**config.mk**
```make
export PLATFORM = sky130hd
export DESIGN_NAME = sensor_conditioner_flat
export DESIGN_NICKNAME = d
export VERILOG_FILES = /design/src/rtl/sensor_pkg.sv /design/src/rtl/sensor_conditioner_if.sv /design/src/rtl/sensor_debounce.sv /design/src/rtl/sensor_conditioner.sv /design/src/flat_wrapper.sv
export SDC_FILE = /design/constraint.sdc
export NUM_CORES = 1
export LEC_CHECK = 0
export BUFFER_PORTS_ARGS = -buffer_cell sky130_fd_sc_hd__buf_2
export CAP_MARGIN = 10
export CORE_MARGIN = 1
export CORE_UTILIZATION = 40
export CTS_BUF_LIST = sky130_fd_sc_hd__clkbuf_8
export DETAILED_ROUTE_END_ITERATION = 16
export GPL_TIMING_DRIVEN = 0
export HOLD_SLACK_MARGIN = 0.02
export PLACE_DENSITY = 0.56
export SYNTH_ARGS = -nofsm -noshare
export SYNTH_HDL_FRONTEND = slang
export SYNTH_SLANG_ARGS = --single-unit
export TNS_END_PERCENT = 5
```
**constraint.sdc**
```tcl
create_clock -name clock -period 4.85 [get_ports clock]
set_clock_uncertainty 0.05 [all_clocks]
set_input_delay 0.97 -clock clock [delete_from_list [all_inputs] [get_ports clock]]
set_output_delay 0.97 -clock clock [all_outputs]
set_load 0.02 [all_outputs]
```
**src/rtl/sensor_pkg.sv**
```systemverilog
// Shared definitions for the doorway beam-break sensor conditioning path.
// Holds the default timing constants and the per-channel status struct that
// the occupancy block downstream also consumes.
package sensor_pkg;

  localparam int SENSOR_DB_CYCLES    = 8;
  localparam int SENSOR_STUCK_CYCLES = 1024;

  // Per-channel conditioned status.
  //   level : debounced sensor level
  //   rise  : one-cycle qualified 0->1 event of level
  //   stuck : level has been high for the stuck limit
  typedef struct packed {
    logic level;
    logic rise;
    logic stuck;
  } sensor_status_t;

endpackage : sensor_pkg

```
**src/rtl/sensor_conditioner_if.sv**
```systemverilog
// Bundle of the raw sensor inputs and conditioned event outputs at a doorway.
// Ports: raw_s1/raw_s2 (raw beam-break), s1/s2 (event pulses),
//        s1_level/s2_level (debounced levels), fault (stuck beam).
interface sensor_conditioner_if;

  logic raw_s1;
  logic raw_s2;
  logic s1;
  logic s2;
  logic s1_level;
  logic s2_level;
  logic fault;

  // Sensor side / stimulus: drives the raw beams, observes the events.
  modport master (
    output raw_s1, raw_s2,
    input  s1, s2, s1_level, s2_level, fault
  );

  // Conditioner side.
  modport slave (
    input  raw_s1, raw_s2,
    output s1, s2, s1_level, s2_level, fault
  );

endinterface : sensor_conditioner_if

```
**src/rtl/sensor_debounce.sv**
```systemverilog
// One sensor channel: 2-flop synchroniser, debounce, rise detect, stuck count.
// Ports: clock, reset (async active-low), raw_i (async beam input),
//        status_o {level (registered), rise/stuck (next-edge indications)}.
module sensor_debounce
  import sensor_pkg::*;
#(
  parameter int DB_CYCLES    = SENSOR_DB_CYCLES,
  parameter int STUCK_CYCLES = SENSOR_STUCK_CYCLES,
  parameter int CNT_W        = $clog2(STUCK_CYCLES + 1)
) (
  input  logic           clock,
  input  logic           reset,
  input  logic           raw_i,
  output sensor_status_t status_o
);

  localparam logic [CNT_W-1:0] DB_LAST  = CNT_W'(DB_CYCLES - 1);
  localparam logic [CNT_W-1:0] ST_LIMIT = CNT_W'(STUCK_CYCLES);

  logic [1:0]       sync_q;
  logic             level_q, level_d;
  logic [CNT_W-1:0] db_cnt_q, db_cnt_d;
  logic [CNT_W-1:0] st_cnt_q, st_cnt_d;

  always_comb begin
    level_d  = level_q;
    db_cnt_d = '0;
    // Count cycles where the synchronised input disagrees with the level;
    // the level flips on the cycle the count would reach DB_CYCLES.
    if (sync_q[1] != level_q) begin
      if (db_cnt_q == DB_LAST) begin
        level_d = ~level_q;
      end else begin
        db_cnt_d = db_cnt_q + 1'b1;
      end
    end

    st_cnt_d = st_cnt_q;
    if (!level_q) begin
      st_cnt_d = '0;
    end else if (st_cnt_q != ST_LIMIT) begin
      st_cnt_d = st_cnt_q + 1'b1;
    end
  end

  always_ff @(posedge clock or negedge reset) begin
    if (!reset) begin
      sync_q   <= '0;
      level_q  <= 1'b0;
      db_cnt_q <= '0;
      st_cnt_q <= '0;
    end else begin
      sync_q   <= {sync_q[0], raw_i};
      level_q  <= level_d;
      db_cnt_q <= db_cnt_d;
      st_cnt_q <= st_cnt_d;
    end
  end

  // rise and stuck describe the state being loaded at the coming edge, so the
  // parent can register its outputs in the same edge as level changes. Both
  // depend only on flops, never on raw_i directly.
  assign status_o.level = level_q;
  assign status_o.rise  = level_d & ~level_q;
  assign status_o.stuck = (st_cnt_d == ST_LIMIT);

endmodule : sensor_debounce

```
**src/rtl/sensor_conditioner.sv**
```systemverilog
// Doorway sensor conditioner: two debounced channels, coincident-event
// serialiser (s1 first, s2 deferred one cycle) and stuck-beam fault gating.
// Ports: clock, reset (async active-low), sif (slave: raw in, events out).
module sensor_conditioner
  import sensor_pkg::*;
#(
  parameter int DB_CYCLES    = SENSOR_DB_CYCLES,
  parameter int STUCK_CYCLES = SENSOR_STUCK_CYCLES,
  parameter int CNT_W        = $clog2(STUCK_CYCLES + 1)
) (
  input  logic                  clock,
  input  logic                  reset,
  sensor_conditioner_if.slave   sif
);

  sensor_status_t st1, st2;

  logic s1_q, s1_d;
  logic s2_q, s2_d;
  logic pending_s2_q, pending_s2_d;
  logic fault_q, fault_d;

  sensor_debounce #(
    .DB_CYCLES   (DB_CYCLES),
    .STUCK_CYCLES(STUCK_CYCLES),
    .CNT_W       (CNT_W)
  ) u_ch1 (
    .clock   (clock),
    .reset   (reset),
    .raw_i   (sif.raw_s1),
    .status_o(st1)
  );

  sensor_debounce #(
    .DB_CYCLES   (DB_CYCLES),
    .STUCK_CYCLES(STUCK_CYCLES),
    .CNT_W       (CNT_W)
  ) u_ch2 (
    .clock   (clock),
    .reset   (reset),
    .raw_i   (sif.raw_s2),
    .status_o(st2)
  );

  always_comb begin
    fault_d = st1.stuck | st2.stuck;
    // Outer sensor wins a tie; the inner event is parked for one cycle. A
    // single pending bit suffices since one channel cannot rise twice in a row.
    s1_d         = st1.rise & ~fault_d;
    s2_d         = ~fault_d & (pending_s2_q | (st2.rise & ~st1.rise));
    pending_s2_d = ~fault_d & st1.rise & st2.rise;
  end

  always_ff @(posedge clock or negedge reset) begin
    if (!reset) begin
      s1_q         <= 1'b0;
      s2_q         <= 1'b0;
      pending_s2_q <= 1'b0;
      fault_q      <= 1'b0;
    end else begin
      s1_q         <= s1_d;
      s2_q         <= s2_d;
      pending_s2_q <= pending_s2_d;
      fault_q      <= fault_d;
    end
  end

  assign sif.s1       = s1_q;
  assign sif.s2       = s2_q;
  assign sif.s1_level = st1.level;
  assign sif.s2_level = st2.level;
  assign sif.fault    = fault_q;

endmodule : sensor_conditioner

```
**src/flat_wrapper.sv**
```systemverilog
// flat-port wrapper written by rule: the top's interface ports become plain ports
module sensor_conditioner_flat import sensor_pkg::*;
#(
  parameter int DB_CYCLES    = SENSOR_DB_CYCLES,
  parameter int STUCK_CYCLES = SENSOR_STUCK_CYCLES,
  parameter int CNT_W        = $clog2(STUCK_CYCLES + 1)
)
  (clock, reset, sif_raw_s1, sif_raw_s2, sif_s1, sif_s2, sif_s1_level, sif_s2_level, sif_fault);
  sensor_conditioner_if sif_i ();
  input  logic clock;
  input  logic reset;
  input wire logic [$bits(sif_i.raw_s1)-1:0] sif_raw_s1;
  input wire logic [$bits(sif_i.raw_s2)-1:0] sif_raw_s2;
  output wire logic [$bits(sif_i.s1)-1:0] sif_s1;
  output wire logic [$bits(sif_i.s2)-1:0] sif_s2;
  output wire logic [$bits(sif_i.s1_level)-1:0] sif_s1_level;
  output wire logic [$bits(sif_i.s2_level)-1:0] sif_s2_level;
  output wire logic [$bits(sif_i.fault)-1:0] sif_fault;
  assign sif_i.raw_s1 = sif_raw_s1;
  assign sif_i.raw_s2 = sif_raw_s2;
  assign sif_s1 = sif_i.s1;
  assign sif_s2 = sif_i.s2;
  assign sif_s1_level = sif_i.s1_level;
  assign sif_s2_level = sif_i.s2_level;
  assign sif_fault = sif_i.fault;
  sensor_conditioner #(.DB_CYCLES(DB_CYCLES), .STUCK_CYCLES(STUCK_CYCLES), .CNT_W(CNT_W)) u_core (.clock(clock), .reset(reset), .sif(sif_i));
endmodule
```
Yosys cells after proc, flatten, opt, wreduce, memory -nomap -nowiden. Cells that the tools add are included.

Add/sub/neg operators: 4. Equality and inequality tests: 8. Mux-type cells: 12. Bitwise operators: 12.

Operators with widths (count): 2-to-1 mux 11 bit (8); adder 11 x 1 -> 11 bit (second input constant) (4); equality test 11 bit (second input constant) (2); equality test 11 x 3 -> 1 bit (second input constant) (2); inequality test 11 bit (second input constant) (2); bitwise AND 1 bit (6); 2-to-1 mux 1 bit (4); inverter 1 bit (4); inequality test 1 bit (2); OR 1 bit (2).

Register bits: 54.

Depth between registers and ports, before layout.
Word-level depth: 8. Mapped depth: 9. Mapped depth without buffers: 8.

Modules after synthesis. From an unflattened synthesis, not the netlist that was laid out.

Cells, all modules: 280. Area total of the unflattened synthesis: 2845.2 µm².

Modules (own cells, without submodules): sensor_debounce (times used 2, cells each 134, area an instance 1350.0 µm², sequential area each 625.6 µm²); sensor_conditioner (times used 1, cells each 12, area an instance 145.1 µm², sequential area each 100.1 µm²).

Worst setup path after synthesis. Ideal clock, no wire load.

Path kind: register to register. Start: register u_core.u_ch1.st_cnt_q[0]. End: register u_core.s2_q, in the netlist u_core.sif.s2. Library setup time: 0.128 ns. Arrival time: 2.074 ns. Path slack: 2.598 ns. Cell stages (with the launch flop): 10. Buffers on the path: 1. Period minus slack after synthesis: 2.252 ns. Cell sequence: dfrtp_1 -> buf_2 -> inv_1 -> ha_1 -> nor4b_2 -> nand4_2 -> a21o_1 -> or4_4 -> nor4b_4 -> nor3_1.

Cells in the longest elaborated chain, start to end: 7. Elaborated cells on any way between the ends: 8. Those cells by class: add/sub (1); eq/ne (2); mux (2); bitwise (3).

RTL lines: from (decl) (RTL line sensor_debounce.sv:23) `logic [CNT_W-1:0] st_cnt_q, st_cnt_d;`; from (signal assigned) (RTL line sensor_debounce.sv:56) `st_cnt_q <= st_cnt_d;`; adder 11 x 1 -> 11 bit / inequality test 11 bit (equally long branches) (RTL line sensor_debounce.sv:42, sensor_debounce.sv:41); 2-to-1 mux 11 bit * (RTL line sensor_debounce.sv:41) `end else if (st_cnt_q != ST_LIMIT) begin`; 2-to-1 mux 11 bit * (RTL line sensor_debounce.sv:39) `if (!level_q) begin`; equality test 11 bit * (RTL line sensor_debounce.sv:65) `assign status_o.stuck = (st_cnt_d == ST_LIMIT);`; OR 1 bit * (RTL line sensor_conditioner.sv:46) `fault_d = st1.stuck | st2.stuck;`; inverter 1 bit * (RTL line sensor_conditioner.sv:50) `s2_d = ~fault_d & (pending_s2_q | (st2.rise & ~st1.rise));`; bitwise AND 1 bit * (RTL line sensor_conditioner.sv:50); via u_core.s2_d (RTL line sensor_conditioner.sv:19) `logic s2_q, s2_d;`; to (signal assigned) (RTL line sensor_conditioner.sv:57) `s2_q <= 1'b0;`; to (signal assigned) (RTL line sensor_conditioner.sv:62) `s2_q <= s2_d;`; to (decl) (RTL line sensor_conditioner.sv:19).

The timed path passes the listed nets; every way through them passes the cells marked *.

Worst setup path in the final report. Ends and elaborated chain as after synthesis.

==> run_results.csv <==
group,metric,value,unit
status,status,"finished, final reports clean",
place,io_buffers,8,
pwr,p_leak,1.23,nW
floorplanning,core_area,6350,um2
worst_setup_path,path_class,"register to register",
route,antenna_left,0,
layout,stdcell_area,2900,um2
global_route,grt_pass1_vias,1857,
sta,worst_hold_slack,0.320,ns
clock_network,cts_tree,"done",
synth,ys_ff_latch,54,
synth,synthCells,266,
sta,worstMarginPinSlew,0.389,ns
route,dr.pass1.iters,4,
global_route,grt_usage,15.3,%
synth,postSynthNetCount,276,
route,num_vias,1855,
layout,layout_commonest_cell,"dfrtp_1",
synth,yosysTopAreaCell,"dfrtp_1",
layout,diodes,0,
synth,yosys-top-cells-area,"dfrtp_1 (51%), nor2_1 (6.8%), xnor2_1 (6.3%), xor2_1 (5.6%), ha_1 (2.8%)",
worst_setup_path,cp_max_fo,7,
route,via_per_inst,5.15,
pwr,total_power,1.00,mW
synth,ys_types,39,
clock_network,cts_resized,0,
synth,avgSynthCellArea,9.94,um2
synth,yosysWarnings,0,
place,dp_hpwl,3230,um
route,drcViolationCount,0,
floorplanning,die_width,83.3,um
worst_setup_path,worst-path-buf-inv,2,
worst_setup_path,crit_family,"simple AND/OR/NAND/NOR gates",
clock_network,cts_num_sinks,54,
floorplanning,dieArea,6940,um2
pwr,powerDensity,345,nW/um2
clock_network,clk_latency,0.30,ns
worst_setup_path,crit_path_cell_trace,"buf_2, inv_1, ha_1, nor4b_2, nand4_2, a21o_1, or4_4, nor4b_4, nor3_1",
global_route,grt_pass1_wl,8690,um
synth,yosys.area.top_type_share,51.1,%
sta,min_period_over_period,50.2,%
clock_network,cts_buffer_depth,2,
layout,post-route-util,45.7,%
job,maxCapViolCount,0,
floorplanning,ioPinCount,9,
floorplanning,rows,29,
sta,clock.fmax,411,MHz
floorplanning,initial_core_util,41.6,%
floorplanning,fp.dieH,83.3,um
clock_network,cts_made_buffers,5,
place,placed_cell_area,2780,um2
sta,min_period,2.44,ns
layout,nets,292,
clock_network,ctsHoldBuffers,0,
pwr,ir_drop,204,uV
global_route,grt_overflow,0,
worst_setup_path,max_stage_delay,0.49,ns
route,wl_per_cell,13.1,um
synth,netlist_area,2640,um2
route,route.met2.wl,2170,um
clock_network,clk_pin_slew,0.10,ns
worst_setup_path,arrival,2.57,ns
synth,yosysSeqAreaShare,51.1,%
route,m1WireLength,2420,um
worst_setup_path,crit_required,4.98,ns
worst_setup_path,reg2reg_slack,2.41,ns
hold_path,holdCritPathClass,"register to register",
route,wl_met3,100,um
layout,drive_gt1_share,10.2,%
sta,rsz0062_at_grt,"false",
route,first_iter_violations,78,
sta,tns,0,ns
clock_network,htree_levels,2,
sta,relSlewSlack,73.7,%
route,wirelength,4730,um
layout,fillers,610,
layout,syn_to_final_growth,9.65,%
global_route,grt_antenna_before_repair,0,
sta,setup_viol,0,
clock_network,post_cts_buffers,0,
worst_setup_path,start_kind,"register",
layout,final_cell_mix,"dfrtp_1 (54), nor2_1 (48), xnor2_1 (19)",
global_route,grt_max_degree,55,
sta,report.final.slew_viol_count,0,
worst_setup_path,cp_slowest_cell,"or4_4",
clock_network,cts_root_buf,"clkbuf_8",
place,gp_congestion,0.789,
sta,final_hold_viol_count,0,
route,top_layer,"met4",
worst_setup_path,setup.worst_path.end_class,"register",
logic make-up (layout without fill, tap and decap cells):
| group | after synthesis | after routing | share of synthesized area [%] |
|---|---|---|---|
| xor+xnor | 36 | 36 | 11.9 |
| fa+ha+maj | 6 | 6 | 2.84 |
| mux | 1 | 1 | 0.426 |
| buf+inv | 19 | 36 | 2.84 |
| simple gates | 127 | 127 | 25.5 |
| compound gates | 23 | 23 | 5.40 |
| flops | 54 | 54 | 51.1 |
worst paths after layout:
kind                                               start                        to  depth (start not counted)
worst max-delay path            u_core.u_ch1.st_cnt_q[0]             u_core.sif.s2                          9
worst min-delay path              u_core.u_ch1.sync_q[0]    u_core.u_ch1.sync_q[1]                          0
worst max register to register  u_core.u_ch1.st_cnt_q[0]             u_core.sif.s2                          9
worst min register to register    u_core.u_ch1.sync_q[0]    u_core.u_ch1.sync_q[1]                          0
max in group asynchronous                          reset  u_core.u_ch1.db_cnt_q[0]                          2
min in group asynchronous                          reset  u_core.u_ch1.st_cnt_q[6]                          1
flip-flops by register name, summed over array words and instances, names as in the netlist:
register and flops:
u_core.u_ch2.sync_q 2, u_core.sif.fault 1, u_core.u_ch1.sync_q 2, u_core.u_ch1.level_q 1, u_core.sif.s1 1, u_core.u_ch2.st_cnt_q 11, u_core.u_ch2.db_cnt_q 11, u_core.u_ch2.level_q 1
u_core.u_ch1.db_cnt_q 11, u_core.pending_s2_q 1, u_core.u_ch1.st_cnt_q 11, u_core.sif.s2 1
routing by layer:
metal	vias to the layer above	track usage [%]
met5	-	0
li1	946	-
met1	898	21.6
met3	2	3.28
met2	9	23.8
met4	0	4.23
cell usage after synthesis:
master    instances
a21o_1            1
and2_1            2
nand4_2           1
xor2_1           17
dfrtp_1          54
nor3_1            8
o41ai_1           1
xnor2_1          19
o31ai_1           1
nor4b_2           1
a31o_2            2
o21ai_0           6
nor2_1           48
nor2b_1           4
a21oi_1           7
or2_1             1
o22ai_1           1
nor4b_1           3
or4_4             1
a211o_1           1
nor3_2            1
clkbuf_1          4
nand2_1          12
ha_1              6
nand4_1          12
nand3b_1          2
o31a_1            1
and2b_1           1
nor4_1            5
or3_1             4
nor4b_4           1
and3_1            3
buf_2             3
a31oi_1           2
and4b_1           1
mux2_2            1
nand3_1          15
inv_1            12
and2_2            1
power by group:
part	switching (mW)	total [mW]	internal [mW]
logic	0.126	0.200	0.0736
clock network	0.151	0.269	0.118
registers	0.0456	0.532	0.486
total	0.323	1.00	0.678
area by class of cell:
class                   count  area (um2)  area share [%]
flip-flops and latches     54        1350            46.6
multi-input cells         193        1220            42.0
well taps                  77        96.3            3.32
clock buffers               6        82.6            2.85
repair buffers              9        60.1            2.07
inverters                  12        45.0            1.55
plain buffers               7        30.0            1.04
clock inverters             2        16.3           0.561
per-stage QoR:
stage / worst slack, ns / cells
final: 2.41 / 360
after global routing: 2.19 / 360
after CTS: 2.41 / 359
after detailed placement: 2.44 / 351
after global placement: 2.42 / 351
after floorplan: 2.60 / 266
worst register-to-register path, stage by stage, from the launching register on:
cell and delay, ns:
dfrtp_1 0.39, buf_2 0.17, inv_1 0.08, ha_1 0.14, nor4b_2 0.21, nand4_2 0.23, a21o_1 0.23, or4_4 0.49
nor4b_4 0.23, nor3_1 0.09
Note: power is estimated with default switching activity, not from simulation.
